`src/rtl/pkt_tx_if.sv`:
```
// Host-side bundle for the packet transmitter:
// buffer load, send request, stall input and flit output.
interface pkt_tx_if #(
  parameter int PKTW = 9
);
  logic            we;
  logic [7:0]      wdata;
  logic            req;
  logic [3:0]      dst;
  logic [3:0]      len;
  logic            full;
  logic [PKTW:0]   dout;
  logic            busy;
  logic            done;
  logic            err;
  logic [3:0]      count;

  modport master (
    output we, wdata, req, dst, len, full,
    input  dout, busy, done, err, count
  );

  modport slave (
    input  we, wdata, req, dst, len, full,
    output dout, busy, done, err, count
  );
endinterface

```
`src/rtl/pkt_tx.sv`:
```
// Packet transmitter: buffers payload bytes, then emits
// head / body / tail flits toward one switch input port.
module pkt_tx #(
  parameter int         PKTW  = 9,
  parameter logic [3:0] SRCID = 4'h0,
  parameter int         DEPTH = 8
) (
  input logic   clk,
  input logic   rst,
  pkt_tx_if.slave bus
);

  localparam int         AW     = $clog2(DEPTH);
  localparam logic [3:0] DEPTH4 = 4'(DEPTH);

  typedef logic [PKTW:0] flit_t;

  typedef enum logic [1:0] {
    IDLE,
    HEAD,
    BODY,
    TAIL
  } state_t;

  state_t     state_q, state_d;
  flit_t      dout_q, dout_d;
  logic [3:0] dst_q, dst_d;
  logic [3:0] len_q, len_d;
  logic [3:0] idx_q, idx_d;
  logic [3:0] count_q, count_d;
  logic       done_q, done_d;
  logic       err_q, err_d;
  logic       wr_en;
  logic [3:0] last_d;

  logic [7:0] buf_q [DEPTH];

  assign last_d = len_d - 4'd1;

  // Payload storage; contents only matter below count_q.
  always_ff @(posedge clk) begin
    if (wr_en)
      buf_q[AW'(count_q)] <= bus.wdata;
  end

  // State and registered outputs.
  always_ff @(posedge clk) begin
    if (rst) begin
      state_q <= IDLE;
      dout_q  <= '0;
      dst_q   <= '0;
      len_q   <= '0;
      idx_q   <= '0;
      count_q <= '0;
      done_q  <= 1'b0;
      err_q   <= 1'b0;
    end else begin
      state_q <= state_d;
      dout_q  <= dout_d;
      dst_q   <= dst_d;
      len_q   <= len_d;
      idx_q   <= idx_d;
      count_q <= count_d;
      done_q  <= done_d;
      err_q   <= err_d;
    end
  end

  // Next state; the flit is built from the next state so
  // that dout is a clean register holding the current flit.
  always_comb begin
    state_d = state_q;
    dst_d   = dst_q;
    len_d   = len_q;
    idx_d   = idx_q;
    count_d = count_q;
    done_d  = 1'b0;
    err_d   = 1'b0;
    wr_en   = 1'b0;
    dout_d  = '0;

    unique case (state_q)
      IDLE: begin
        if (bus.we && count_q != DEPTH4) begin
          wr_en   = 1'b1;
          count_d = count_q + 4'd1;
        end
        // Validation sees the pre-write count.
        if (bus.req) begin
          if (bus.len == 4'd0 || bus.len > count_q) begin
            err_d = 1'b1;
          end else begin
            state_d = HEAD;
            dst_d   = bus.dst;
            len_d   = bus.len;
            idx_d   = 4'd0;
          end
        end
      end
      HEAD: begin
        if (!bus.full)
          state_d = (len_q > 4'd1) ? BODY : TAIL;
      end
      BODY: begin
        if (!bus.full) begin
          idx_d = idx_q + 4'd1;
          if (idx_d == len_q - 4'd1)
            state_d = TAIL;
        end
      end
      TAIL: begin
        if (!bus.full) begin
          done_d  = 1'b1;
          count_d = 4'd0;
          state_d = IDLE;
        end
      end
      default: state_d = IDLE;
    endcase

    unique case (state_d)
      IDLE:    dout_d = '0;
      HEAD:    dout_d = flit_t'({2'b10, SRCID, dst_d});
      BODY:    dout_d = flit_t'({2'b01, buf_q[AW'(idx_d)]});
      TAIL:    dout_d = flit_t'({2'b11, buf_q[AW'(last_d)]});
      default: dout_d = '0;
    endcase
  end

  assign bus.dout  = dout_q;
  assign bus.busy  = (state_q != IDLE);
  assign bus.done  = done_q;
  assign bus.err   = err_q;
  assign bus.count = count_q;

endmodule

```
`src/flat_wrapper.sv`:
```
// flat-port wrapper written by rule: the top's interface ports become plain ports
module pkt_tx_flat 
#(
  parameter int         PKTW  = 9,
  parameter logic [3:0] SRCID = 4'h0,
  parameter int         DEPTH = 8
)
  (clk, rst, bus_we, bus_wdata, bus_req, bus_dst, bus_len, bus_full, bus_dout, bus_busy, bus_done, bus_err, bus_count);
  pkt_tx_if #(.PKTW(PKTW)) bus_i ();
  input logic clk;
  input logic rst;
  input wire logic [$bits(bus_i.we)-1:0] bus_we;
  input wire logic [$bits(bus_i.wdata)-1:0] bus_wdata;
  input wire logic [$bits(bus_i.req)-1:0] bus_req;
  input wire logic [$bits(bus_i.dst)-1:0] bus_dst;
  input wire logic [$bits(bus_i.len)-1:0] bus_len;
  input wire logic [$bits(bus_i.full)-1:0] bus_full;
  output wire logic [$bits(bus_i.dout)-1:0] bus_dout;
  output wire logic [$bits(bus_i.busy)-1:0] bus_busy;
  output wire logic [$bits(bus_i.done)-1:0] bus_done;
  output wire logic [$bits(bus_i.err)-1:0] bus_err;
  output wire logic [$bits(bus_i.count)-1:0] bus_count;
  assign bus_i.we = bus_we;
  assign bus_i.wdata = bus_wdata;
  assign bus_i.req = bus_req;
  assign bus_i.dst = bus_dst;
  assign bus_i.len = bus_len;
  assign bus_i.full = bus_full;
  assign bus_dout = bus_i.dout;
  assign bus_busy = bus_i.busy;
  assign bus_done = bus_i.done;
  assign bus_err = bus_i.err;
  assign bus_count = bus_i.count;
  pkt_tx #(.PKTW(PKTW), .SRCID(SRCID), .DEPTH(DEPTH)) u_core (.clk(clk), .rst(rst), .bus(bus_i));
endmodule
```
`config.mk`:
```
export PLATFORM = sky130hd
export DESIGN_NAME = pkt_tx_flat
export DESIGN_NICKNAME = d
export VERILOG_FILES = /design/src/rtl/pkt_tx_if.sv /design/src/rtl/pkt_tx.sv /design/src/flat_wrapper.sv
export SDC_FILE = /design/constraint.sdc
export NUM_CORES = 1
export LEC_CHECK = 0
export CELL_PAD_IN_SITES_DETAIL_PLACEMENT = 1
export CELL_PAD_IN_SITES_GLOBAL_PLACEMENT = 1
export CORE_AREA = 2 2 162 100
export DETAILED_ROUTE_END_ITERATION = 7
export DIE_AREA = 0 0 164 102
export GPL_ROUTABILITY_DRIVEN = 0
export PLACE_DENSITY_LB_ADDON = 0.1
export SLEW_MARGIN = 20
export SYNTH_ARGS = -nofsm -noshare
export SYNTH_HDL_FRONTEND = slang
export SYNTH_SLANG_ARGS = --single-unit
export TNS_END_PERCENT = 100
```
`constraint.sdc`:
```
create_clock -name clk -period 4.7 [get_ports clk]
set_input_delay 0.94 -clock clk [delete_from_list [all_inputs] [get_ports clk]]
set_output_delay 0.94 -clock clk [all_outputs]
set_load 0.005 [all_outputs]
```
==> impl_metrics.toml, run 1 <==
[die]
dieArea_um2 = 16700
core_um2 = 15200
die_h_um = 102
pin_count = 38
start_util_pct = 42.5
die_w_um = 164
rows = 35

[layout]
drive_gt1_share_pct = 11.4
antenna_cells = 0
area_delta_synth_final_pct = 13.9
nets = 722
finalInstanceArea_um2 = 7360
fill_cells = 1708

[cts]
cts_resized = 0
htree_levels = 3
cts_made_buffers = 9
cts_tree = "built"
clk_path_buf_depth = 2
cts_setup_buffers = 0
clock_latency_ps = 350
clock-root-buffer = "clkbuf_16"
hold_buffers = 0
clock-sinks = 93
clk_pin_slew_worst_paths_ps = 70

[setup_path]
criticalPathCategory = "in2reg"
cp_max_fo = 11
crit_top_cell = "ha_1"
r2r_start = "u_core.bus.count[1]"
cp.arrival_ps = 4490
startpoint = "bus_len[2]"
critical_path.max_stage_delay_ps = 570
end_kind = "flop"
cp.required_ps = 4910
r2r_setup_slack_ps = 750
start_kind = "input port"
cp_slowest_cell = "clkdlybuf4s50_1"
cp_cell_sequence = "clkdlybuf4s50_1, ha_1, a41oi_1, buf_4, o31ai_4, nand2_4, inv_4, ha_1, nor2b_1, nand4_1, nand3_4, mux2_4, a2111oi_2, o22ai_1"

[logic_synthesis]
netlist_area_um2 = 6460
synth_area_leader_cell = "edfxtp_1"
synth_most_common_cell = "edfxtp_1"
netlist_top_cells_area = "edfxtp_1, dfxtp_1, mux2i_1"
ys_async_sr_fraction_pct = 0
ys.flop_type = "edfxtp_1"
ys_top_cells_by_count = "edfxtp_1, mux2i_1, a31oi_1"
synth_cell_types = 68
post-synth-top-area-fraction_pct = 29.7
synth-seq-cells = 93
synth_edf_count = 64
syn_area_per_cell_um2 = 9.60
syn_nets = 704
yosysSeqAreaShare_pct = 38.7
yosys_warnings = 0
synth_cells = 673

[sta]
fin_skew_ps = 14.2
worstMarginPinSlew_ps = 1180
period_needed_ps = 4280
slew_violations = 0
slew_headroom_pct = 20.7
rsz0062_at_grt = "no"
fmax_ghz = 0.233
fin_crit_sh_pct = 91.1
hold_viol = 0
tns_ps = 0
setup_viol_count_final = 0

[drt]
drc = 0
drt.antenna.violating_nets = 0
wl_mm = 22.9
routedWlPerCell_um = 25.5
num_vias = 5936
drt_pass1_iterations = 5
drt-initial-drc-count = 567
routed_via_density = 6.60

[global_route]
grt_antenna_before_repair = 0
grt.overflow.total = 0
grt_max_degree = 82
track_usage_pct = 28.4
grt_pass1_vias = 5819
grt_pass1_wl_mm = 35.4

[placed_design]
dpl_cell_area_um2 = 7070
numPortBuffers = 37
dp_hpwl_mm = 16.5

[hold_path]
min_path_type = "reg2reg"
worstHoldStart = "u_core.dst_q[1]"

[flow_run]
cap_violations = 0

[power_and_ir_drop]
power.density_nw_per_um2 = 290
peakVddDrop_mv = 0.176
p_leak_nw = 2.35

[outcome]
outcome = "complete, no violations"
[flip-flops by register name, summed over array words and instances (netlist names)]
register	flops
u_core.bus.done	1
u_core.bus.err	1
u_core.len_q	4
u_core.dst_q	4
u_core.bus.count	4
u_core.idx_q	4
u_core.state_q	1
u_core.bus.dout	10
u_core.buf_q	64
[logic make-up (layout without fill, tap and decap cells)]
family,after synthesis,count (layout),synth area share (%)
mux,58,58,11.0
xor+xnor,11,11,1.49
simple gates,197,197,16.6
flops,93,93,38.7
compound gates,227,227,25.0
fa+ha+maj,10,10,1.94
buf+inv,77,100,5.15
[final timing paths]
kind / endpoint / cells past startpoint
max reg2reg: u_core.bus.dout[7] / 15
min: u_core.dst_q[1] / 2
min reg2reg: u_core.dst_q[1] / 2
max: u_core.bus.dout[7] / 14
[cell type report]
cell class / count / area (um^2) / area share [%]
clock buffer: 12 / 256 / 3.48
clock inverter: 4 / 32.5 / 0.442
inverter: 16 / 62.6 / 0.850
multi-input combinational: 503 / 3650 / 49.5
sequential: 93 / 2510 / 34.0
tap: 203 / 254 / 3.45
timing repair buffer: 68 / 603 / 8.19
[metrics by stage]
| stage | util, % | worst slack [ps] | instances | power, W | hold slack [ps] |
|---|---|---|---|---|---|
| final | 48.4 | 416 | 899 | 0.00214 | 474 |
| after global routing | 48.4 | 230 | 899 | 0.00222 | 506 |
| after CTS | 48.4 | 476 | 899 | 0.00214 | 475 |
| after detailed placement | 46.5 | 112 | 883 | 0.00142 | 464 |
| after global placement | 46.5 | 295 | 883 | 0.00141 | 444 |
| after floorplan | - | 72.0 | 673 | 0.00125 | 436 |
[worst max-delay path: cells and delay by family]
family                     cells  cell delay [ps]
AOI/OAI and AO/OA              4              960
buffers and inverters          3              860
adders and majority gates      2              790
and+or+nand+nor                4              620
muxes                          1              300
[cell usage in the layout, fill, tap and decap left out, types with 9 or more instances in the layout]
cell,count
o22ai_1,9
edfxtp_1,64
a211oi_1,23
o21ai_0,37
a221oi_1,9
mux2i_1,46
inv_1,14
mux4_2,10
nand4_1,11
a31oi_1,43
nand2_1,39
a21oi_1,34
o221ai_1,30
and2_1,28
clkbuf_16,9
dfxtp_1,28
buf_4,31
nor2b_1,38
nor2_1,36
clkdlybuf4s50_1,37
ha_1,10
[power by group]
group	switching, W	total [W]	internal [W]
clock network	0.000327	0.000719	0.000392
registers	0.0000401	0.000941	0.000901
logic	0.000279	0.000477	0.000198
total	0.000646	0.00214	0.00149
[layer usage]
layer  global-route usage (%)  share of wire (%)
met1                     42.4                 48
met2                     41.6                 42
met3                     6.82                8.5
met4                     6.34                1.3
met5                        0                  0
(Power assumes the default switching activity.)
==> run 2: changes to the inputs <==
--- a/config.mk
+++ b/config.mk
@@ -12,6 +12,7 @@
 export DIE_AREA = 0 0 164 102
 export GPL_ROUTABILITY_DRIVEN = 0
 export PLACE_DENSITY_LB_ADDON = 0.1
+export SETUP_SLACK_MARGIN = 0.15
 export SLEW_MARGIN = 20
 export SYNTH_ARGS = -nofsm -noshare
 export SYNTH_HDL_FRONTEND = slang
==> run 2 against run 1 <==
Effect of this change:
- clock skew down 2.0 ps
- setup slack worse by 110 ps
- sequential share of layout area is 0.23 points lower
- cell count grew 0.11%
- die area unchanged
- sequential cell count unchanged
- non-clock buffer count is 1 higher
- largest cell class unchanged
==> impl_metrics.toml, run 2 (synthesized netlist as in run 1, its figures left out) <==
[outcome]
outcome = "complete, no violations"

[die]
pin_count = 38
core_um2 = 15200
dieArea_um2 = 16700
start_util_pct = 42.5
rows = 35
die_w_um = 164
die_h_um = 102

[sta]
setup_slack_ps = 302
fin_crit_sh_pct = 93.6
hold_viol = 0
worstMarginPinSlew_ps = 1060
slew_violations = 0
period_needed_ps = 4400
setup_viol_count_final = 0
fin_skew_ps = 12.3
slew_headroom_pct = 28.6
fmax_ghz = 0.227
tns_ps = 0
rsz0062_at_grt = "no"

[setup_path]
start_kind = "input port"
r2r_start = "u_core.bus.count[1]"
cp_max_fo = 9
cp_cell_sequence = "clkdlybuf4s50_1, ha_1, nor2b_1, o2111a_1, o31ai_4, nand2_4, inv_4, ha_2, nor2b_1, nand4_1, nand3_4, mux2_4, a2111oi_2, o22ai_1"
rr_worst_depth = 14
criticalPathCategory = "in2reg"
cp.required_ps = 4910
crit_top_cell = "nor2b_1"
critical_path.max_stage_delay_ps = 580
r2r_end = "u_core.bus.dout[7]"
r2r_setup_slack_ps = 700
cp.arrival_ps = 4600
cp_slowest_cell = "clkdlybuf4s50_1"
end_kind = "flop"

[cts]
clk_path_buf_depth = 2
cts_made_buffers = 9
clock-sinks = 93
hold_buffers = 0
cts_tree = "built"
cts_resized = 0
htree_levels = 3
clock_latency_ps = 350
clock-root-buffer = "clkbuf_16"
cts_setup_buffers = 0
clk_pin_slew_worst_paths_ps = 70

[layout]
largest_reg_flops = 64
largest-register = "u_core.buf_q"
antenna_cells = 0
nets = 723
final_cell_mix = "edfxtp_1, mux2i_1, a31oi_1"
layout_commonest_cell = "edfxtp_1"
final_cells = 900
area_delta_synth_final_pct = 14.7
fill_cells = 1697
drive_gt1_share_pct = 12.2

[drt]
num_vias = 5954
routedWlPerCell_um = 25.7
drt.antenna.violating_nets = 0
routed_via_density = 6.62
drc = 0
drt-initial-drc-count = 687
drt_pass1_iterations = 5
wl_mm = 23.2

[power_and_ir_drop]
p_leak_nw = 2.36
peakVddDrop_mv = 0.143
total_power_w = 0.00217
power.density_nw_per_um2 = 293

[placed_design]
dp_hpwl_mm = 16.5
numPortBuffers = 37
dp_slack_ps = 1.92
dp_cells = 884

[hold_path]
min_to = "u_core.dst_q[0]"
worstHoldPathCells = 2
worstHoldStart = "u_core.dst_q[0]"
min_path_type = "reg2reg"

[global_route]
grt_max_degree = 93
grt.overflow.total = 0
grt_antenna_before_repair = 0
track_usage_pct = 28.5
grt_pass1_wl_mm = 35.4
grt_pass1_vias = 5868

[flow_run]
cap_violations = 0
## run 2: cell types whose count changed in the layout (fill, tap and decap cells not counted), sizes merged
cell | previous run | this run
inv | 16 | 17
clkbuf | 12 | 14
clkinv | 4 | 1
buf | 31 | 32
## run 2: worst max-delay path, delay by kind of cell
| kind | cells | cell delay (ps) |
|---|---|---|
| AND/OR/NAND/NOR | 5 | 830 |
| AO/OA/AOI/OAI | 4 | 1240 |
| buffers and inverters | 2 | 730 |
| adder cells (fa/ha/maj) | 2 | 550 |
| multiplexers | 1 | 310 |
## run 2: routing by layer
metal | track usage (%) | vias up | wire length [um]
met1 | 42.1 | 3004 | 11200
met5 | 0 | - | 0
met4 | 6.21 | 0 | 263
li1 | - | 2679 | -
met3 | 6.29 | 26 | 1850
met2 | 43.0 | 245 | 9870
## run 2: cell type report
type                            instances  area [um^2]  area share (%)
Timing Repair Buffer                   69          611            8.24
Multi-Input combinational cell        503         3680            49.6
Tap cell                              203          254            3.43
Inverter                               16         62.6           0.844
Clock inverter                          2         12.5           0.169
Clock buffer                           14          288            3.88
Sequential cell                        93         2510            33.8
## run 2: worst max-delay path by stage
stage | from | endpoint | slack [ps] | depth (start not counted)
3_5_place_dp | bus_len[1] | u_core.bus.dout[7] | 2 | 13
6_report | bus_len[1] | u_core.bus.dout[7] | 300 | 14
2_1_floorplan | bus_len[0] | u_core.bus.dout[7] | 190 | 18
5_1_grt | bus_len[1] | u_core.bus.dout[3] | 160 | 15
4_1_cts | bus_len[1] | u_core.bus.dout[7] | 310 | 13
3_3_place_gp | bus_len[1] | u_core.bus.dout[7] | 230 | 13
## run 2: power breakdown
group          total [W]  internal (W)  switching, W
clock network   0.000746      0.000427      0.000319
registers       0.000935      0.000901     0.0000331
logic           0.000494      0.000200      0.000293
## run 2: stage by stage
stage / instance area (um^2) / hold WS [ps] / utilization, %
3_5_place_dp: 7080 / 463 / 46.6
4_1_cts: 7380 / 474 / 48.6
3_3_place_gp: 7080 / 443 / 46.6
6_report: 7410 / 471 / 48.8
5_1_grt: 7410 / 493 / 48.8
2_1_floorplan: 6470 / 436 / -
==> run 3: changes to the inputs <==
--- a/config.mk
+++ b/config.mk
@@ -7,9 +7,9 @@
 export LEC_CHECK = 0
 export CELL_PAD_IN_SITES_DETAIL_PLACEMENT = 1
 export CELL_PAD_IN_SITES_GLOBAL_PLACEMENT = 1
-export CORE_AREA = 2 2 162 100
+export CORE_AREA = 2 2 150 108
 export DETAILED_ROUTE_END_ITERATION = 7
-export DIE_AREA = 0 0 164 102
+export DIE_AREA = 0 0 152 110
 export GPL_ROUTABILITY_DRIVEN = 0
 export PLACE_DENSITY_LB_ADDON = 0.1
 export SETUP_SLACK_MARGIN = 0.15
==> run 3 against run 2 <==
Effect of this change:
- cell count rose by 0.11%
- worst hold slack got worse by 6.6 ps
- clock skew hardly changed
- total power decreased by 2.5%
- combinational power down 2%
- first-iteration DRC count fell by 36%
- setup slack improved by 140 ps
- non-clock buffer count increased by 4
- critical path type unchanged
- critical endpoint is now u_core.bus.dout[3]
- largest cell class unchanged
==> impl_metrics.toml, run 3 (synthesized netlist as in run 1, its figures left out) <==
[outcome]
outcome = "complete, no violations"

[setup_path]
end_kind = "flop"
cp_slowest_cell = "clkdlybuf4s50_1"
cp_max_fo = 9
startpoint = "bus_len[3]"
r2r_start = "u_core.bus.count[1]"
cp_cell_sequence = "clkdlybuf4s50_1, ha_1, a21oi_1, a41oi_1, o31ai_4, nand2_4, inv_4, ha_1, buf_4, nand4_1, o31ai_1, a211oi_1, o21ai_0, a41oi_1"
cp.required_ps = 4910
cp.arrival_ps = 4470
critical_path.max_stage_delay_ps = 500
endpoint = "u_core.bus.dout[3]"
criticalPathCategory = "in2reg"
r2r_end = "u_core.bus.dout[7]"
r2r_setup_slack_ps = 870
rr_worst_depth = 14
start_kind = "input port"

[drt]
wl_mm = 22.1
drt-initial-drc-count = 443
drt_pass1_iterations = 5
routedWlPerCell_um = 24.5
routed_via_density = 6.54
num_vias = 5892
drc = 0
drt.antenna.violating_nets = 0

[layout]
drive_gt1_share_pct = 11.7
area_delta_synth_final_pct = 14.1
final_cell_mix = "edfxtp_1, mux2i_1, a31oi_1"
final_cells = 901
finalInstanceArea_um2 = 7380
largest_reg_flops = 64
layout_commonest_cell = "edfxtp_1"
nets = 727
antenna_cells = 0
fill_cells = 1700
largest-register = "u_core.buf_q"

[cts]
cts_tree = "built"
cts_made_buffers = 9
cts_setup_buffers = 0
hold_buffers = 0
clock_latency_ps = 350
cts_resized = 0
clk_pin_slew_worst_paths_ps = 70
clock-root-buffer = "clkbuf_16"
htree_levels = 3
clock-sinks = 93
clk_path_buf_depth = 2

[die]
die_h_um = 110
core_um2 = 15300
start_util_pct = 42.4
die_w_um = 152
pin_count = 38
dieArea_um2 = 16700
rows = 38

[placed_design]
dp_cells = 885
dp_hpwl_mm = 15.6
dpl_cell_area_um2 = 7100
numPortBuffers = 37

[sta]
fin_crit_sh_pct = 90.7
slew_violations = 0
fmax_ghz = 0.235
setup_viol_count_final = 0
period_needed_ps = 4260
fin_skew_ps = 12.4
hold_viol = 0
rsz0062_at_grt = "no"
hold_ws_ps = 464
slew_headroom_pct = 23.8
tns_ps = 0
worstMarginPinSlew_ps = 1140

[global_route]
grt_pass1_vias = 5933
grt.overflow.total = 0
grt_max_degree = 90
grt_pass1_wl_mm = 34.9
track_usage_pct = 27.1
grt_antenna_before_repair = 0

[hold_path]
min_path_type = "reg2reg"
worstHoldPathCells = 2

[flow_run]
cap_violations = 0

[power_and_ir_drop]
peakVddDrop_mv = 0.160
total_power_w = 0.00212
p_leak_nw = 2.37
power.density_nw_per_um2 = 287
## run 3: changes by cell type in the layout (fill, tap and decap cells not counted), moves of 2 or more
cell       delta
buf_4         +4
nor2_1        +3
nor2_2        -3
nor3_4        -2
nor3_1        +2
clkbuf_16     -2
## run 3: per-stage QoR
| stage | setup slack, ps | util, % |
|---|---|---|
| 4_1_cts | 509 | 48.3 |
| 3_5_place_dp | 160 | 46.5 |
| 6_report | 439 | 48.3 |
| 3_3_place_gp | 305 | 46.5 |
| 5_1_grt | 221 | 48.3 |
| 2_1_floorplan | 193 | - |
## run 3: routing by layer
layer,part of all wire (%),up-vias,track usage [%],routed length (um)
met1,48,2983,38.9,10600
li1,-,2680,-,-
met4,1.2,0,6.28,274
met3,7.0,26,5.59,1550
met2,44,203,42.4,9680
met5,0,-,0,0
## run 3: worst max-delay path: cells and delay by family
| kind | cells | cell delay [ps] |
|---|---|---|
| AO/OA/AOI/OAI | 7 | 1750 |
| buffers and inverters | 3 | 720 |
| adder cells (fa/ha/maj) | 2 | 710 |
| AND/OR/NAND/NOR | 2 | 350 |
## run 3: worst min path at each step
| stage | startpoint | to | slack [ps] |
|---|---|---|---|
| 2_1_floorplan | u_core.dst_q[0] | u_core.dst_q[0] | 440 |
| 3_3_place_gp | u_core.dst_q[3] | u_core.dst_q[3] | 440 |
| 3_5_place_dp | u_core.dst_q[2] | u_core.dst_q[2] | 460 |
| 4_1_cts | u_core.dst_q[2] | u_core.dst_q[2] | 470 |
| 5_1_grt | u_core.dst_q[3] | u_core.dst_q[3] | 490 |
| 6_report | u_core.dst_q[3] | u_core.dst_q[3] | 460 |
## run 3: area by class of cell
class / count / area [um^2] / share of cell area (%)
flip-flops and latches: 93 / 2510 / 34.0
well taps: 200 / 250 / 3.39
multi-input cells: 503 / 3640 / 49.4
inverters: 16 / 62.6 / 0.848
repair buffers: 73 / 641 / 8.68
clock buffers: 11 / 243 / 3.29
clock inverters: 5 / 33.8 / 0.458
## run 3: where the power goes
part	switching (W)	internal (W)
logic	0.000283	0.000202
clock network	0.000325	0.000375
registers	0.0000330	0.000901
total	0.000641	0.00148
